## src/rtl/ram_arbiter_pkg.sv

```systemverilog
// Shared types and defaults for the status-RAM arbiter and its users.
// The RAM geometry defaults match the 256x8 bram instance.
package ram_arb_pkg;

  localparam int RAM_ADDR_W = 8;
  localparam int RAM_DATA_W = 8;
  localparam int N_REQ_DEF  = 4;

  typedef enum logic {
    IDLE  = 1'b0,
    OWNED = 1'b1
  } arb_state_t;

  // Width of a requester index; never zero, so a 1-requester build still elaborates.
  function automatic int idx_w(input int n);
    return (n > 1) ? $clog2(n) : 1;
  endfunction

endpackage

```

## src/rtl/ram_arbiter_if.sv

```systemverilog
// Requester-side bundle of the RAM arbiter: per-requester request/address/data
// going in, grant, ownership and broadcast read data coming back.
interface ram_arbiter_if
  import ram_arb_pkg::*;
#(
  parameter int N_REQ  = N_REQ_DEF,
  parameter int ADDR_W = RAM_ADDR_W,
  parameter int DATA_W = RAM_DATA_W
);
  localparam int OWNER_W = idx_w(N_REQ);

  logic [N_REQ-1:0]             req;
  logic [N_REQ-1:0][ADDR_W-1:0] req_addr;
  logic [N_REQ-1:0][DATA_W-1:0] req_din;
  logic [N_REQ-1:0]             req_wren;
  logic [N_REQ-1:0]             gnt;
  logic [N_REQ-1:0]             rvalid;
  logic [DATA_W-1:0]            rdata;
  logic [OWNER_W-1:0]           owner;
  logic                         owner_valid;

  modport master (
    output req, req_addr, req_din, req_wren,
    input  gnt, rvalid, rdata, owner, owner_valid
  );

  modport slave (
    input  req, req_addr, req_din, req_wren,
    output gnt, rvalid, rdata, owner, owner_valid
  );

endinterface

```

## src/rtl/ram_arbiter_rr_pick.sv

```systemverilog
// Combinational round-robin search: first requester after `last` (wrapping)
// that is requesting and not excluded.
module rr_pick #(
  parameter int N     = 4,
  parameter int IDX_W = 2
) (
  input  logic [N-1:0]     req,
  input  logic [IDX_W-1:0] last,
  input  logic [N-1:0]     excl,
  output logic             found,
  output logic [IDX_W-1:0] idx
);

  logic [N-1:0] cand;
  logic [IDX_W:0] pos;

  // NOTE: every output of a combinational block is given a default before any
  // conditional assignment, otherwise the tool infers a latch to hold it.
  always_comb begin
    cand  = req & ~excl;
    found = 1'b0;
    idx   = '0;
    pos   = '0;
    for (int k = 1; k <= N; k++) begin
      // One spare bit keeps last+k from overflowing before the wrap.
      pos = {1'b0, last} + (IDX_W+1)'(k);
      if (pos >= (IDX_W+1)'(N)) pos = pos - (IDX_W+1)'(N);
      if (!found && cand[pos[IDX_W-1:0]]) begin
        found = 1'b1;
        idx   = pos[IDX_W-1:0];
      end
    end
  end

endmodule

```

## src/rtl/ram_arbiter.sv

```systemverilog
// Round-robin owner arbiter for the single-port status RAM: ownership is held
// until the owner drops req, and read data is tagged back to whoever issued it.
module ram_arbiter
  import ram_arb_pkg::*;
#(
  parameter int N_REQ  = N_REQ_DEF,
  parameter int ADDR_W = RAM_ADDR_W,
  parameter int DATA_W = RAM_DATA_W
) (
  input  logic              clk,
  input  logic              rst_n,
  ram_arbiter_if.slave      bus,
  output logic [ADDR_W-1:0] ram_addr,
  output logic [DATA_W-1:0] ram_din,
  output logic              ram_wren,
  output logic              ram_en,
  input  logic [DATA_W-1:0] ram_dout
);

  localparam int OW = idx_w(N_REQ);

  arb_state_t       state_q, state_d;
  logic [OW-1:0]    owner_q, owner_d;
  logic [OW-1:0]    last_q, last_d;
  logic [N_REQ-1:0] gnt_q, gnt_d;
  logic             rd_pend_q, rd_pend_d;
  logic [OW-1:0]    rd_idx_q, rd_idx_d;

  logic [N_REQ-1:0] excl;
  logic             found;
  logic [OW-1:0]    win;
  logic             owner_req;
  logic             access;

  assign owner_req = bus.req[owner_q];
  assign access    = (state_q == OWNED) && owner_req;
  // The outgoing owner may not win its own handoff.
  assign excl      = (state_q == OWNED) ? (N_REQ'(1) << owner_q) : '0;

  rr_pick #(
    .N     (N_REQ),
    .IDX_W (OW)
  ) u_pick (
    .req   (bus.req),
    .last  (last_q),
    .excl  (excl),
    .found (found),
    .idx   (win)
  );

  always_comb begin
    state_d = state_q;
    owner_d = owner_q;
    last_d  = last_q;
    gnt_d   = gnt_q;
    unique case (state_q)
      IDLE: begin
        if (found) begin
          state_d = OWNED;
          owner_d = win;
          last_d  = win;
          gnt_d   = N_REQ'(1) << win;
        end
      end
      OWNED: begin
        if (!owner_req) begin
          if (found) begin
            owner_d = win;
            last_d  = win;
            gnt_d   = N_REQ'(1) << win;
          end else begin
            state_d = IDLE;
            gnt_d   = '0;
          end
        end
      end
      default: begin
        state_d = IDLE;
        gnt_d   = '0;
      end
    endcase
  end

  // RAM port follows the registered owner; idle cycles drive a quiet bus.
  always_comb begin
    ram_addr  = '0;
    ram_din   = '0;
    ram_wren  = 1'b0;
    ram_en    = 1'b0;
    rd_pend_d = 1'b0;
    rd_idx_d  = rd_idx_q;
    if (access) begin
      ram_en    = 1'b1;
      ram_addr  = bus.req_addr[owner_q];
      ram_din   = bus.req_din[owner_q];
      ram_wren  = bus.req_wren[owner_q];
      rd_pend_d = !bus.req_wren[owner_q];
      rd_idx_d  = owner_q;
    end
  end

  // NOTE: state registers use non-blocking assignments so every flop samples
  // the pre-edge values regardless of the order the blocks are evaluated in.
  always_ff @(posedge clk or negedge rst_n) begin
    if (!rst_n) begin
      state_q   <= IDLE;
      owner_q   <= '0;
      last_q    <= OW'(N_REQ - 1);
      gnt_q     <= '0;
      rd_pend_q <= 1'b0;
      rd_idx_q  <= '0;
    end else begin
      state_q   <= state_d;
      owner_q   <= owner_d;
      last_q    <= last_d;
      gnt_q     <= gnt_d;
      rd_pend_q <= rd_pend_d;
      rd_idx_q  <= rd_idx_d;
    end
  end

  assign bus.gnt         = gnt_q;
  assign bus.owner       = owner_q;
  assign bus.owner_valid = (state_q == OWNED);
  // rd_idx_q is kept separately so a read still lands after ownership moves.
  assign bus.rvalid      = rd_pend_q ? (N_REQ'(1) << rd_idx_q) : '0;
  assign bus.rdata       = ram_dout;

endmodule

```

## src/flat_wrapper.sv

```systemverilog
// flat-port wrapper written by rule: the top's interface ports become plain ports
module ram_arbiter_flat import ram_arb_pkg::*;
#(
  parameter int N_REQ  = N_REQ_DEF,
  parameter int ADDR_W = RAM_ADDR_W,
  parameter int DATA_W = RAM_DATA_W
)
  (clk, rst_n, ram_addr, ram_din, ram_wren, ram_en, ram_dout, bus_req, bus_req_addr, bus_req_din, bus_req_wren, bus_gnt, bus_rvalid, bus_rdata, bus_owner, bus_owner_valid);
  ram_arbiter_if #(.N_REQ(N_REQ), .ADDR_W(ADDR_W), .DATA_W(DATA_W)) bus_i ();
  input  logic clk;
  input  logic rst_n;
  output logic [ADDR_W-1:0] ram_addr;
  output logic [DATA_W-1:0] ram_din;
  output logic ram_wren;
  output logic ram_en;
  input  logic [DATA_W-1:0] ram_dout;
  input wire logic [$bits(bus_i.req)-1:0] bus_req;
  input wire logic [$bits(bus_i.req_addr)-1:0] bus_req_addr;
  input wire logic [$bits(bus_i.req_din)-1:0] bus_req_din;
  input wire logic [$bits(bus_i.req_wren)-1:0] bus_req_wren;
  output wire logic [$bits(bus_i.gnt)-1:0] bus_gnt;
  output wire logic [$bits(bus_i.rvalid)-1:0] bus_rvalid;
  output wire logic [$bits(bus_i.rdata)-1:0] bus_rdata;
  output wire logic [$bits(bus_i.owner)-1:0] bus_owner;
  output wire logic [$bits(bus_i.owner_valid)-1:0] bus_owner_valid;
  assign bus_i.req = bus_req;
  assign bus_i.req_addr = bus_req_addr;
  assign bus_i.req_din = bus_req_din;
  assign bus_i.req_wren = bus_req_wren;
  assign bus_gnt = bus_i.gnt;
  assign bus_rvalid = bus_i.rvalid;
  assign bus_rdata = bus_i.rdata;
  assign bus_owner = bus_i.owner;
  assign bus_owner_valid = bus_i.owner_valid;
  ram_arbiter #(.N_REQ(N_REQ), .ADDR_W(ADDR_W), .DATA_W(DATA_W)) u_core (.clk(clk), .rst_n(rst_n), .bus(bus_i), .ram_addr(ram_addr), .ram_din(ram_din), .ram_wren(ram_wren), .ram_en(ram_en), .ram_dout(ram_dout));
endmodule
```

## config.mk

```make
export PLATFORM = sky130hd
export DESIGN_NAME = ram_arbiter_flat
export DESIGN_NICKNAME = d
export VERILOG_FILES = /design/src/rtl/ram_arbiter_pkg.sv /design/src/rtl/ram_arbiter_if.sv /design/src/rtl/ram_arbiter_rr_pick.sv /design/src/rtl/ram_arbiter.sv /design/src/flat_wrapper.sv
export SDC_FILE = /design/constraint.sdc
export NUM_CORES = 1
export LEC_CHECK = 0
export CAP_MARGIN = 30
export CORE_ASPECT_RATIO = 1.4
export CORE_MARGIN = 1
export CORE_UTILIZATION = 33
export CTS_CLUSTER_DIAMETER = 100
export DETAILED_ROUTE_END_ITERATION = 8
export GPL_TIMING_DRIVEN = 1
export PLACE_DENSITY = 0.82
export SETUP_SLACK_MARGIN = 0.3
export SLEW_MARGIN = 25
export SYNTH_ARGS = -nofsm -noshare
export SYNTH_HDL_FRONTEND = slang
export SYNTH_SLANG_ARGS = --single-unit
```

## constraint.sdc

```tcl
create_clock -name clk -period 2.3 [get_ports clk]
set_input_delay 0.575 -clock clk [delete_from_list [all_inputs] [get_ports clk]]
set_output_delay 0.575 -clock clk [all_outputs]
set_load 0.01 [all_outputs]
```

==> results of run 1 <==
-- final cells by class --
class	instances	area, µm²
clock buffers	4	55.1
fillers	258	887
inverters	5	21.3
multi-input cells	103	1150
flip-flops and latches	12	304
well taps	43	53.8
repair buffers	148	1580
-- through the flow --
stage	area, µm²	std cells	setup TNS, ns
after floorplan	1510	139	0
after global placement	2590	285	-13.01
after detailed placement	2590	285	-13.79
after CTS	2870	301	-1.82
after global routing	3170	315	-2.49
final	3170	315	-2.08
-- cells in the final DEF (no fill, tap or decap), types with 2 or more instances in the layout --
cell | netlist | layout
sky130_fd_sc_hd__nor2b_1 | 2 | 2
sky130_fd_sc_hd__buf_16 | 0 | 3
sky130_fd_sc_hd__nand3b_1 | 2 | 2
sky130_fd_sc_hd__mux4_2 | 18 | 18
sky130_fd_sc_hd__o211ai_1 | 2 | 2
sky130_fd_sc_hd__buf_6 | 1 | 33
sky130_fd_sc_hd__a21oi_1 | 3 | 3
sky130_fd_sc_hd__a211o_1 | 2 | 2
sky130_fd_sc_hd__nand2_2 | 0 | 2
sky130_fd_sc_hd__dfstp_2 | 2 | 2
sky130_fd_sc_hd__dlygate4sd2_1 | 0 | 9
sky130_fd_sc_hd__o41ai_2 | 1 | 2
sky130_fd_sc_hd__clkdlybuf4s50_1 | 0 | 64
sky130_fd_sc_hd__mux2_4 | 0 | 3
sky130_fd_sc_hd__inv_1 | 4 | 4
sky130_fd_sc_hd__buf_4 | 8 | 20
sky130_fd_sc_hd__clkbuf_8 | 1 | 4
sky130_fd_sc_hd__dlymetal6s2s_1 | 0 | 6
sky130_fd_sc_hd__buf_12 | 0 | 4
sky130_fd_sc_hd__buf_2 | 3 | 3
sky130_fd_sc_hd__o21ai_2 | 0 | 3
sky130_fd_sc_hd__clkbuf_2 | 0 | 2
sky130_fd_sc_hd__clkbuf_16 | 0 | 2
sky130_fd_sc_hd__dfrtp_1 | 10 | 9
sky130_fd_sc_hd__nand2_1 | 15 | 13
sky130_fd_sc_hd__nor2_1 | 9 | 8
sky130_fd_sc_hd__and3_4 | 0 | 17
-- power by group through the flow --
stage / combinational (mW) / sequential [mW] / clock [mW]
floorplan: 1.58 / 0.405 / 0
global route: 3.84 / 0.451 / 0.235
finish: 3.66 / 0.440 / 0.224
detailed placement: 2.48 / 0.434 / 0
global placement: 2.44 / 0.432 / 0
CTS: 2.99 / 0.428 / 0.234
-- worst max-delay path by stage --
stage	start	end	slack, ns	cells past startpoint
2_1_floorplan	bus_req[3]	ram_addr[4]	0.25	3
3_3_place_gp	bus_req[1]	ram_addr[0]	-0.65	5
3_5_place_dp	bus_req[1]	ram_addr[3]	-0.68	5
4_1_cts	u_core.bus.owner[0]	ram_addr[3]	-0.23	5
5_1_grt	u_core.bus.owner[0]	ram_addr[6]	-0.19	5
6_report	bus_req_addr[22]	ram_addr[6]	-0.17	4
-- cells by family after synthesis --
group	Yosys count	share of synthesized area (%)
AO/OA/AOI/OAI	23	13.3
flip-flops	12	21.2
buffers and inverters	24	10.3
XOR/XNOR	1	0.614
AND/OR/NAND/NOR	56	22.3
multiplexers	23	32.3
-- state kept, by name, summed over array words and instances (netlist names) --
| name | count |
|---|---|
| u_core.bus.gnt | 4 |
| u_core.last_q | 2 |
| u_core.rd_pend_q | 1 |
| u_core.rd_idx_q | 2 |
| u_core.bus.owner | 2 |
| u_core.bus.owner_valid | 1 |
-- critical path, stage by stage --
cell and delay [ns]:
sky130_fd_sc_hd__clkdlybuf4s50_1 0.42, sky130_fd_sc_hd__mux4_2 0.48, sky130_fd_sc_hd__and3_4 0.19, sky130_fd_sc_hd__clkdlybuf4s15_2 0.22
-- routing by layer --
layer	up-vias	routed length [µm]
met5	-	0
met4	0	186
met1	894	2230
met2	112	3650
met3	15	627
li1	803	-
-- repair_timing --
item	in CTS	in global routing
gates cloned	3	2
pin swaps	10	17
endpoints found under the setup margin	31	29
gates resized for setup	122	54
setup buffers	9	12
==> impl.org, run 1 <==
** Status
- Result of the run :: complete, but fails checks
- Failing checks :: DRC, setup timing

** Logic synthesis
- In this run the cell area of the synthesized design comes to 1430 µm².
- In this run, synthesis inferred 0 flip-flops with an integrated enable.
- Most frequent cell after synthesis :: sky130_fd_sc_hd__mux4_2
- Ys Warns :: 0
- Cell type with the highest aggregate area in the netlist :: sky130_fd_sc_hd__mux4_2
- Mean instance size in the synthesized netlist :: 10.3 µm²
- In the synthesized netlist, the number of instances is 139.
- Top area cells in the synthesized netlist :: sky130_fd_sc_hd__mux4_2, sky130_fd_sc_hd__dfrtp_1, sky130_fd_sc_hd__and3_1, sky130_fd_sc_hd__buf_4, sky130_fd_sc_hd__nand2_1
- By count the netlist is led by sky130_fd_sc_hd__mux4_2, sky130_fd_sc_hd__nand2_1, sky130_fd_sc_hd__and3_1, sky130_fd_sc_hd__dfrtp_1, sky130_fd_sc_hd__nor2_1.
- Share of synthesized registers carrying an async set or reset :: 100%
- Yosys mapped the design onto 45 distinct sky130hd cell types.
- Counting every net in the synthesized netlist gives 221.
- Counting flops and latches in the post-synthesis netlist gives 12.
- The synthesized design devotes to its leading area cell type 28.4% of total area.
- The most used flip-flop cell after synthesis is sky130_fd_sc_hd__dfrtp_1.
- Sequential-to-total area share from yosys stat :: 21.2%

** Worst setup path
- Crit Path Max Fanout :: 1
- Path depth of the worst reg2reg path :: 8
- Kind of start point of the critical path :: primary input
- Data on the critical path is required at its endpoint by 1.73 ns.
- Internal reg-to-reg setup slack :: 0.05 ns
- Nature of the critical path endpoint :: output pin
- Worst EP arrival :: 1.89 ns
- The worst register-to-register path ends at u_core.bus.gnt[3].
- Crit path kind :: primary input to output pin
- Source of the worst register-to-register timing path :: u_core.bus.owner[0]

** Global routing
- Largest net degree at the start of global routing :: 19
- The layer flagged by global routing as most heavily used is met2.
- Number of antenna violations at the first check in global routing :: 0
- The via count of the first global-routing pass was 1744.
- The first global-routing pass estimated 8380 µm of wire.
- Met2 demand-to-capacity share in global routing :: 47.6%
- In the global route stage, overall resource usage came out at 24.0%.
- Global routing used 4.86% of the available met3 tracks.
- The total overflow left after global routing is 0.
- Global routing consumed, on the met1 layer, 23.8% of the routing resources.

** Drt
- For this run, design rule violations remaining after detail routing come to 14.
- Number of nets still failing antenna checks after routing :: 0
- DR WL/cell :: 21.3 µm
- WL final :: 6700 µm
- The first TritonRoute pass finished after 7 iterations.
- DR vias :: 1824
- Violation count after the first detailed-route iteration :: 92
- Dividing the detail-routed via count by the number of cells gives 5.79.

** Die
- Overall die area :: 4600 µm²
- 119 I/O pins were placed.
- Area inside the core boundary :: 4050 µm²
- The initialized floorplan defines 27 standard-cell rows.
- Die Span Y :: 79.8 µm
- Horiz. Die Dim :: 57.6 µm
- Once the floorplan was initialized, standard cells occupied 35.2% of the core.

** Final layout
- The area growth from synthesis to layout is 122%.
- After the last flow step, the layout net total stands at 355.
- Share of post-route cells with drive strength above 1 :: 50.0%
- Share of the core filled with cells :: 78.1%
- Diode insertion count for antenna repair :: 0

** Timing
- Final Hold Vio Count :: 0
- Number of slew-limit violations in the final report :: 0
- Setup repair after global routing could not meet its margin everywhere.
- Final period utilization :: 107%
- Setup violations remaining at the end of the flow were counted as 17.
- After layout, the worst setup slack is -0.168 ns.
- Min Hold Slack :: 0.482 ns
- Timing would allow up to 0.405 GHz.
- At the pin with the least slew margin, the transition time is 0.537 ns.
- Worst rel slew slack :: 64.1%
- Counting I/O delays and the setup requirement, the final critical path takes 2.47 ns.
- For the final database, setup skew stands at 0.00163 ns.

** Power
- Share of power burned in registers :: 10.2%
- P_int :: 2.70 mW
- Summed over all cells, the static leakage comes to 1.41 nW.
- In this run the power spent charging and discharging nets is 1.62 mW.
- In this run switching power makes up 37.6% of total power.
- Power density relative to cell area :: 1370 nW/µm²
- The worst-case IR drop observed on VDD is 0.806 mV.
- Of the total power, combinational logic draws 84.6%.
- Summing internal, switching and leakage power gives 4.32 mW.
- Of the total power, the clock network draws 5.2%.

** Worst hold path
- The worst hold path passes through 2 cells.
- Min-delay worst type :: flop to flop
- Hold path startpoint :: u_core.bus.gnt[3]
- For hold timing, the worst endpoint is u_core.bus.gnt[3].

** Clocking
- TritonCTS built the clock tree.
- After clock tree synthesis, the clock-pin slew on the worst setup and hold paths is 0.05 ns.
- Count of hold buffers inserted by post-cts repair :: 0
- Clock latency on the worst-skew pair, taken at its later pin, is 0.24 ns.
- CTS saw 12 sinks.
- No sink is reached through more buffers than the 2 on the longest clock path.
- Number of buffers added by the clock tree synthesis step :: 3
- Clock root buffer master :: sky130_fd_sc_hd__clkbuf_8
- CTS H-Tree Depth :: 1

** Job
- The tool flagged a number of max-cap violations equal to 0.

** Place
- At the placement stage, the worst setup path has a slack of -0.682 ns.
- In this run the tool buffered the top-level ports with 102 buffer cells.
- The congestion estimate from routability-driven global placement came to 0.841.
- The wire-length estimate of the detail-placed layout is 3870 µm.
Note: power is estimated with default switching activity, not from simulation.
==> run 2: changes to the inputs <==
--- a/config.mk
+++ b/config.mk
@@ -6,9 +6,9 @@
 export NUM_CORES = 1
 export LEC_CHECK = 0
 export CAP_MARGIN = 30
-export CORE_ASPECT_RATIO = 1.4
 export CORE_MARGIN = 1
 export CORE_UTILIZATION = 33
+export CTS_BUF_LIST = sky130_fd_sc_hd__clkbuf_4
 export CTS_CLUSTER_DIAMETER = 100
 export DETAILED_ROUTE_END_ITERATION = 8
 export GPL_TIMING_DRIVEN = 1
==> constraint.sdc (replaced) <==
create_clock -name clk -period 2.7 [get_ports clk]
set_input_delay 0.675 -clock clk [delete_from_list [all_inputs] [get_ports clk]]
set_output_delay 0.675 -clock clk [all_outputs]
set_load 0.01 [all_outputs]
==> run 2 against run 1 <==
Against the previous run:
- the run now ends clean
- combinational power shrank 36%
- total power shrank 34%
- clock power shrank 49%
- register-to-register slack gained 0.47 ns
- final cell count shrank 3.8%
- design area shrank 15%
- hold slack gained 0.0030 ns
- utilization shrank 12 points
- clock-buffer cell count shrank 1
- critical endpoint is now ram_din[4]
- highest routed layer unchanged
==> impl.org, run 2 (synthesis gave the netlist of run 1 again) <==
** Status
- The flow ran to the end, and the final reports show no timing, DRC or antenna violations.

** Timing
- Subtracting the final worst setup slack from the clock period gives 2.48 ns.
- Highest attainable clock frequency :: 0.404 GHz
- For the pin with the worst max-slew slack, the measured transition is 0.533 ns.
- The count of final max-slew check failures is 0.
- The final hold violation count was 0.
- Worst clock skew :: 0.00540 ns
- Setup repair after global routing could not meet its margin everywhere.
- Adding up every negative setup slack in the final design gives 0 ns.
- Final hold analysis gives a worst-case slack of 0.485 ns.
- Setup violations remaining at the end of the flow were counted as 0.
- The final critical path takes up 91.7% of the cycle.
- Measured against its own limit, the worst slew margin works out to 64.4%.

** Place
- The wire-length estimate of the detail-placed layout is 4070 µm.
- After detailed placement, the design holds a cell count of 285.
- At the end of routability-driven placement, the weighted congestion stood at 0.786.
- In this run the tool buffered the top-level ports with 102 buffer cells.

** Final layout
- Diode insertion count for antenna repair :: 0
- Leaving out fill and tap cells, the most frequent cell in the layout is sky130_fd_sc_hd__dlygate4sd2_1.
- For this run, the post-layout net count is 336.
- Share of post-route cells with drive strength above 1 :: 39.5%
- The register with the most flip-flops in the layout has 4 of them.
- Layout area overhead :: 88.2%
- Finished Layout Cells :: 303
- In the layout the commonest cells are sky130_fd_sc_hd__dlygate4sd2_1, sky130_fd_sc_hd__buf_6, sky130_fd_sc_hd__mux4_2, sky130_fd_sc_hd__nand2_1.

** Clocking
- In this run the number of H-tree levels came out at 1.
- After clock tree synthesis, the clock-pin slew on the worst setup and hold paths is 0.08 ns.
- CTS tree :: yes
- Number of buffers added by the clock tree synthesis step :: 3
- The root buffer cell chosen for the clock tree is sky130_fd_sc_hd__clkbuf_4.
- CTS saw 12 sinks.
- At the later pin of the worst-skew pair, clock insertion delay measures 0.27 ns.
- Count of hold buffers inserted by post-cts repair :: 0
- CTS max path bufs :: 2

** Worst setup path
- STA classifies the critical path startpoint as a flop.
- Together, buffers and inverters on the worst path number 3.
- The critical path runs through a total of 5 cells.
- Of all nets on the critical path, the largest fanout is 4.
- Cell at the slowest stage of the critical path :: sky130_fd_sc_hd__mux4_2
- Nature of the critical path endpoint :: output pin
- Worst EP arrival :: 1.80 ns
- The endpoint identified for the worst register-to-register timing path is u_core.bus.gnt[1].
- Following the worst setup path forward leads to its endpoint at ram_din[4].
- Worst path most repeated cell :: sky130_fd_sc_hd__buf_6
- The worst register-to-register path has a depth of 8.
- In this run the critical register-to-register path is launched from u_core.bus.owner[0].
- The worst setup path is of the flop to output pin kind.
- Critical Path Start :: u_core.bus.owner[0]
- Critical Path, Cell by Cell :: buf_6 -> mux4_2 -> buf_6 -> and3_4 -> buf_6
- Internal reg-to-reg setup slack :: 0.52 ns
- Critical Path Max Stage Delay :: 0.54 ns
- Required @ worst endpoint :: 2.03 ns
- Worst path top cell family by delay :: multiplexers

** Worst hold path
- In this run the worst hold path is classified as flop to flop.

** Global routing
- After global routing the overflow that remains totals 0.
- Global routing used 24.0% of the available tracks.
- First-pass GRT wire length :: 8150 µm
- The number of antenna violations at the first check in global routing came to 0.
- Entering global routing, the biggest net connects 21 pins.
- Via count of the first global-routing pass :: 1767

** Power
- Summing internal, switching and leakage power gives 2.86 mW.
- Total leakage power :: 1.23 nW
- Clk pwr share :: 4.0%
- Relative contribution of combinational cells to total power :: 81.8%
- For this design the ratio of total power to cell area is 1060 nW/µm².
- Share of power burned in registers :: 14.2%
- Switching power total :: 1.15 mW
- The internal portion of the total power is 1.71 mW.
- Worst IR Drop VDD :: 0.635 mV
- Fraction of power spent switching nets :: 40.2%

** Job
- The tool flagged a number of max-cap violations equal to 0.

** Die
- After floorplanning, the core was sized to cover 4090 µm².
- Horiz. Die Dim :: 67.8 µm
- The initial utilization of the core area, before any placement, comes to 34.9%.
- After floorplanning, the core was divided into 23 placement rows.
- Number of top-level pins :: 119
- Die Span Y :: 67.8 µm
- The die covers 4590 µm².

** Drt
- After detailed routing, the number of vias per cell comes to 5.70.
- Post-route DRC :: 0
- For this block, the initial DRC count from the detailed router was 41.
- DR WL/cell :: 18.8 µm
- Summing over every cut layer, the via total after detailed routing is 1728.
- Summed over all layers, the routed wires come to 5710 µm.
- Number of nets still failing antenna checks after routing :: 0
- For this run, the detailed router's first-pass iteration total came to 4.
==> run 2: worst min path at each step <==
stage                            startpoint           endpoint  cells after the start
after floorplan                       rst_n  u_core.bus.gnt[0]                      0
after global placement    u_core.bus.gnt[3]  u_core.bus.gnt[3]                      2
after detailed placement  u_core.bus.gnt[3]  u_core.bus.gnt[3]                      2
after CTS                 u_core.bus.gnt[3]  u_core.bus.gnt[3]                      2
after global routing      u_core.bus.gnt[1]  u_core.bus.gnt[1]                      2
final                     u_core.bus.gnt[3]  u_core.bus.gnt[3]                      2
==> run 2: cell type report <==
cell class | instances | area (µm²)
flip-flops and latches | 12 | 307
multi-input cells | 106 | 1100
well taps | 50 | 62.6
clock inverters | 1 | 3.75
repair buffers | 126 | 1170
inverters | 5 | 21.3
fillers | 350 | 1400
clock buffers | 3 | 22.5
==> run 2: what timing repair did <==
item | in CTS | in global routing
gates cloned | 4 | 0
setup endpoints to repair | 19 | 23
pin swaps | 14 | 5
setup buffers | 10 | 0
resized for setup | 191 | 7
==> run 2: per-stage QoR <==
step	area (µm²)	utilization (%)	worst slack (ns)
floorplan	1430	-	0.346
global placement	2510	61.4	-0.459
detailed placement	2510	61.4	-0.478
CTS	2660	65.0	0.229
global route	2690	65.7	0.176
finish	2690	65.7	0.223
==> run 2: power groups by stage <==
stage	Clock [mW]	Combinational, mW	Sequential, mW
3_5_place_dp	0	1.96	0.392
6_report	0.114	2.34	0.406
2_1_floorplan	0	1.19	0.345
4_1_cts	0.116	2.29	0.400
3_3_place_gp	0	1.93	0.390
5_1_grt	0.127	2.48	0.428
==> run 2: routing by layer <==
metal | global-route usage, % | vias to the layer above | share of wire (%)
met4 | 9.64 | 0 | 2.6
met3 | 7.43 | 16 | 11
li1 | - | 775 | -
met5 | 0 | - | 0
met2 | 42.7 | 102 | 51
met1 | 26.1 | 835 | 35
==> run 2: worst reg2reg max path, cell delays in order, from the launching register on <==
cell and delay, ns:
sky130_fd_sc_hd__dfrtp_2 0.42, sky130_fd_sc_hd__buf_6 0.13, sky130_fd_sc_hd__mux4_2 0.54, sky130_fd_sc_hd__buf_6 0.15
sky130_fd_sc_hd__nand2_4 0.07, sky130_fd_sc_hd__inv_4 0.04, sky130_fd_sc_hd__buf_4 0.13, sky130_fd_sc_hd__a211o_1 0.25
sky130_fd_sc_hd__o41ai_2 0.34
==> run 3: changes to the inputs <==
--- a/config.mk
+++ b/config.mk
@@ -13,8 +13,8 @@
 export DETAILED_ROUTE_END_ITERATION = 8
 export GPL_TIMING_DRIVEN = 1
 export PLACE_DENSITY = 0.82
+export RECOVER_POWER = 100
 export SETUP_SLACK_MARGIN = 0.3
-export SLEW_MARGIN = 25
 export SYNTH_ARGS = -nofsm -noshare
 export SYNTH_HDL_FRONTEND = slang
 export SYNTH_SLANG_ARGS = --single-unit
==> run 3 against run 2 <==
Against the previous run:
- global-route usage unchanged
- utilization decreased by 1.3 points
- sequential power decreased by 2%
- clock-buffer cell count unchanged
- fmax decreased by 2.9%
- combinational power decreased by 5%
- setup slack got worse by 0.075 ns
- total power decreased by 4.1%
- largest power group unchanged
- highest routed layer unchanged
==> impl.org, run 3 (synthesis gave the netlist of run 1 again) <==
** Global routing
- Global routing finished with a remaining overflow of 0.
- Global routing used 42.7% of the available met2 tracks.
- Met3 usage :: 7.43%
- The layer flagged by global routing as most heavily used is met2.
- The first global-routing pass estimated 8150 µm of wire.
- In the global route stage, overall resource usage came out at 24.0%.
- Number of antenna violations at the first check in global routing :: 0
- Largest net degree at the start of global routing :: 21
- The via count of the first global-routing pass was 1767.
- Global-route met1 utilization :: 26.1%

** Power
- Across the VDD grid, the largest voltage drop is 0.632 mV.
- Total leakage power :: 1.23 nW
- Power density relative to cell area :: 1040 nW/µm²
- Power after layout :: 2.74 mW

** Place
- The wire-length estimate of the detail-placed layout is 4070 µm.
- # port buffers :: 102
- The congestion estimate from routability-driven global placement came to 0.786.
- Placed cell areas :: 2510 µm²

** Worst setup path
- Critical Path, Cell by Cell :: buf_6 -> mux4_2 -> clkbuf_1 -> and3_2 -> buf_6
- The number of cells on the worst reg-to-reg path is 5.
- Required @ worst endpoint :: 2.03 ns
- Critical Path Max Stage Delay :: 0.52 ns
- Worst path most repeated cell :: sky130_fd_sc_hd__buf_6
- Grouping stages by cell kind, the critical path spends the most delay in multiplexers.
- Nature of the critical path endpoint :: output pin
- The startpoint identified for the worst register-to-register timing path is u_core.bus.owner_valid.
- Of all nets on the critical path, the largest fanout is 4.
- Internal reg-to-reg setup slack :: 0.40 ns
- Crit path kind :: flop to output pin
- In this run the critical register-to-register path is captured at u_core.bus.owner[0].
- Kind of start point of the critical path :: flop
- Cell at the slowest stage of the critical path :: sky130_fd_sc_hd__mux4_2
- Counting both buffers and inverters, the worst setup path holds a total of 3.
- STA puts the critical path data arrival time at 1.88 ns.

** Worst hold path
- Worst Hold Endpoint :: u_core.bus.gnt[3]
- The worst hold path passes through 2 cells.
- Hold path startpoint :: u_core.bus.gnt[3]
- Min-delay worst type :: flop to flop

** Clocking
- Latest clock arrival within the worst-skew pair :: 0.27 ns
- CTS max path bufs :: 2
- In this run the clock root is driven by a sky130_fd_sc_hd__clkbuf_4.
- CTS H-Tree Depth :: 1
- Buffers inserted during clock tree synthesis total 3.
- Clock tree synthesis found a total of 12 sinks.
- TritonCTS built the clock tree.
- After clock tree synthesis, the clock-pin slew on the worst setup and hold paths is 0.08 ns.

** Timing
- Unrepaired setup endpoints after global routing :: yes
- Worst clock skew :: 0.00589 ns
- The worst path in the final design needs a cycle of 2.55 ns, including I/O delays and setup.
- Final Hold Vio Count :: 0
- Final period utilization :: 94.5%
- Number of slew-limit violations in the final report :: 0
- At the pin with the least slew margin, the transition time is 0.606 ns.
- Worst rel slew slack :: 59.6%
- Setup violations, final :: 0
- For this run, the top clock speed supported by timing is 0.392 GHz.

** Die
- Horiz. Die Dim :: 67.8 µm
- For this design the top-level I/O count stands at 119.
- Area inside the core boundary :: 4090 µm²
- Overall die area :: 4590 µm²
- Standard-cell row count :: 23
- Starting density of the core :: 34.9%
- The floorplan step set the die height to 67.8 µm.

** Drt
- The first TritonRoute pass finished after 4 iterations.
- Post-route DRC :: 0
- DR WL/cell :: 18.8 µm
- For this block, the initial DRC count from the detailed router was 60.
- Across all layers, the routed design uses 1720 vias.
- WL final :: 5710 µm
- Dividing the detail-routed via count by the number of cells gives 5.68.
- Once detail routing completed, the nets flagged for antenna violations numbered 0.

** Status
- The flow ran to the end, and the final reports show no timing, DRC or antenna violations.

** Final layout
- Commonest non-fill, non-tap cells in the layout :: sky130_fd_sc_hd__dlygate4sd2_1, sky130_fd_sc_hd__mux4_2, sky130_fd_sc_hd__buf_6, sky130_fd_sc_hd__nand2_1, sky130_fd_sc_hd__buf_4
- Flip-flop count of the largest register, all copies and words added :: 4
- Number of nets in the finished design :: 336
- Leading cell type in the layout, fill and taps excluded :: sky130_fd_sc_hd__dlygate4sd2_1
- Filler Cells Inserted :: 365
- Layout area overhead :: 84.3%
- Of the cells placed in the final design, the portion with a size suffix greater than 1 is 34.4%.
- Fin area :: 2630 µm²
- Diode insertion count for antenna repair :: 0

** Job
- Max-capacitance violation count :: 0
==> run 3: worst max path at each step <==
stage,slack (ns),cells after the start,to,from
floorplan,0.35,5,ram_addr[6],u_core.bus.owner[1]
global placement,-0.46,4,ram_addr[4],bus_req[3]
detailed placement,-0.48,4,ram_addr[4],bus_req[3]
CTS,0.23,5,ram_addr[5],u_core.bus.owner[0]
global route,0.09,5,ram_addr[4],u_core.bus.owner[0]
finish,0.15,5,ram_din[6],u_core.bus.owner[0]
==> run 3: cell type report <==
class	count	area, µm²	area share, %
clock inverters	1	3.75	0.143
clock buffers	3	22.5	0.856
inverters	5	21.3	0.808
well taps	50	62.6	2.38
flip-flops and latches	12	303	11.5
repair buffers	126	1140	43.2
multi-input cells	106	1080	41.1
==> run 3: per-layer routing <==
layer	wire (µm)	vias to the layer above
li1	-	771
met1	2020	844
met2	2920	88
met3	625	17
met4	146	0
met5	0	-
==> run 3: repair_timing <==
action,4_1_cts,5_1_grt
pin swaps,14,5
hold buffers,0,0
cloned,4,0
resized for setup,191,7
setup endpoints to repair,19,23
buffers inserted,10,0
==> run 3: power breakdown <==
part	switching [mW]	internal, mW	leakage (nW)	total [mW]
logic	0.951	1.28	1.07	2.23
registers	0.125	0.273	0.144	0.399
clock network	0.0602	0.0535	0.0154	0.114
total	1.14	1.60	1.23	2.74
==> run 3: per-stage QoR <==
stage               hold WS, ns  setup TNS, ns  setup slack [ns]  util (%)  instances
floorplan                 0.379              0             0.346         -        139
detailed placement        0.461          -8.13            -0.478      61.4        285
finish                    0.479              0             0.148      64.4        303
global placement          0.469          -7.88            -0.459      61.4        285
CTS                       0.493              0             0.229      65.0        303
global route              0.498              0            0.0913      64.4        303
==> run 3: worst reg2reg max path, stage by stage (launching register included) <==
cell and delay [ns]:
sky130_fd_sc_hd__dfrtp_1 0.73, sky130_fd_sc_hd__buf_4 0.27, sky130_fd_sc_hd__nor2b_1 0.22, sky130_fd_sc_hd__a21oi_1 0.16, sky130_fd_sc_hd__o21ai_0 0.43, sky130_fd_sc_hd__mux2_2 0.39
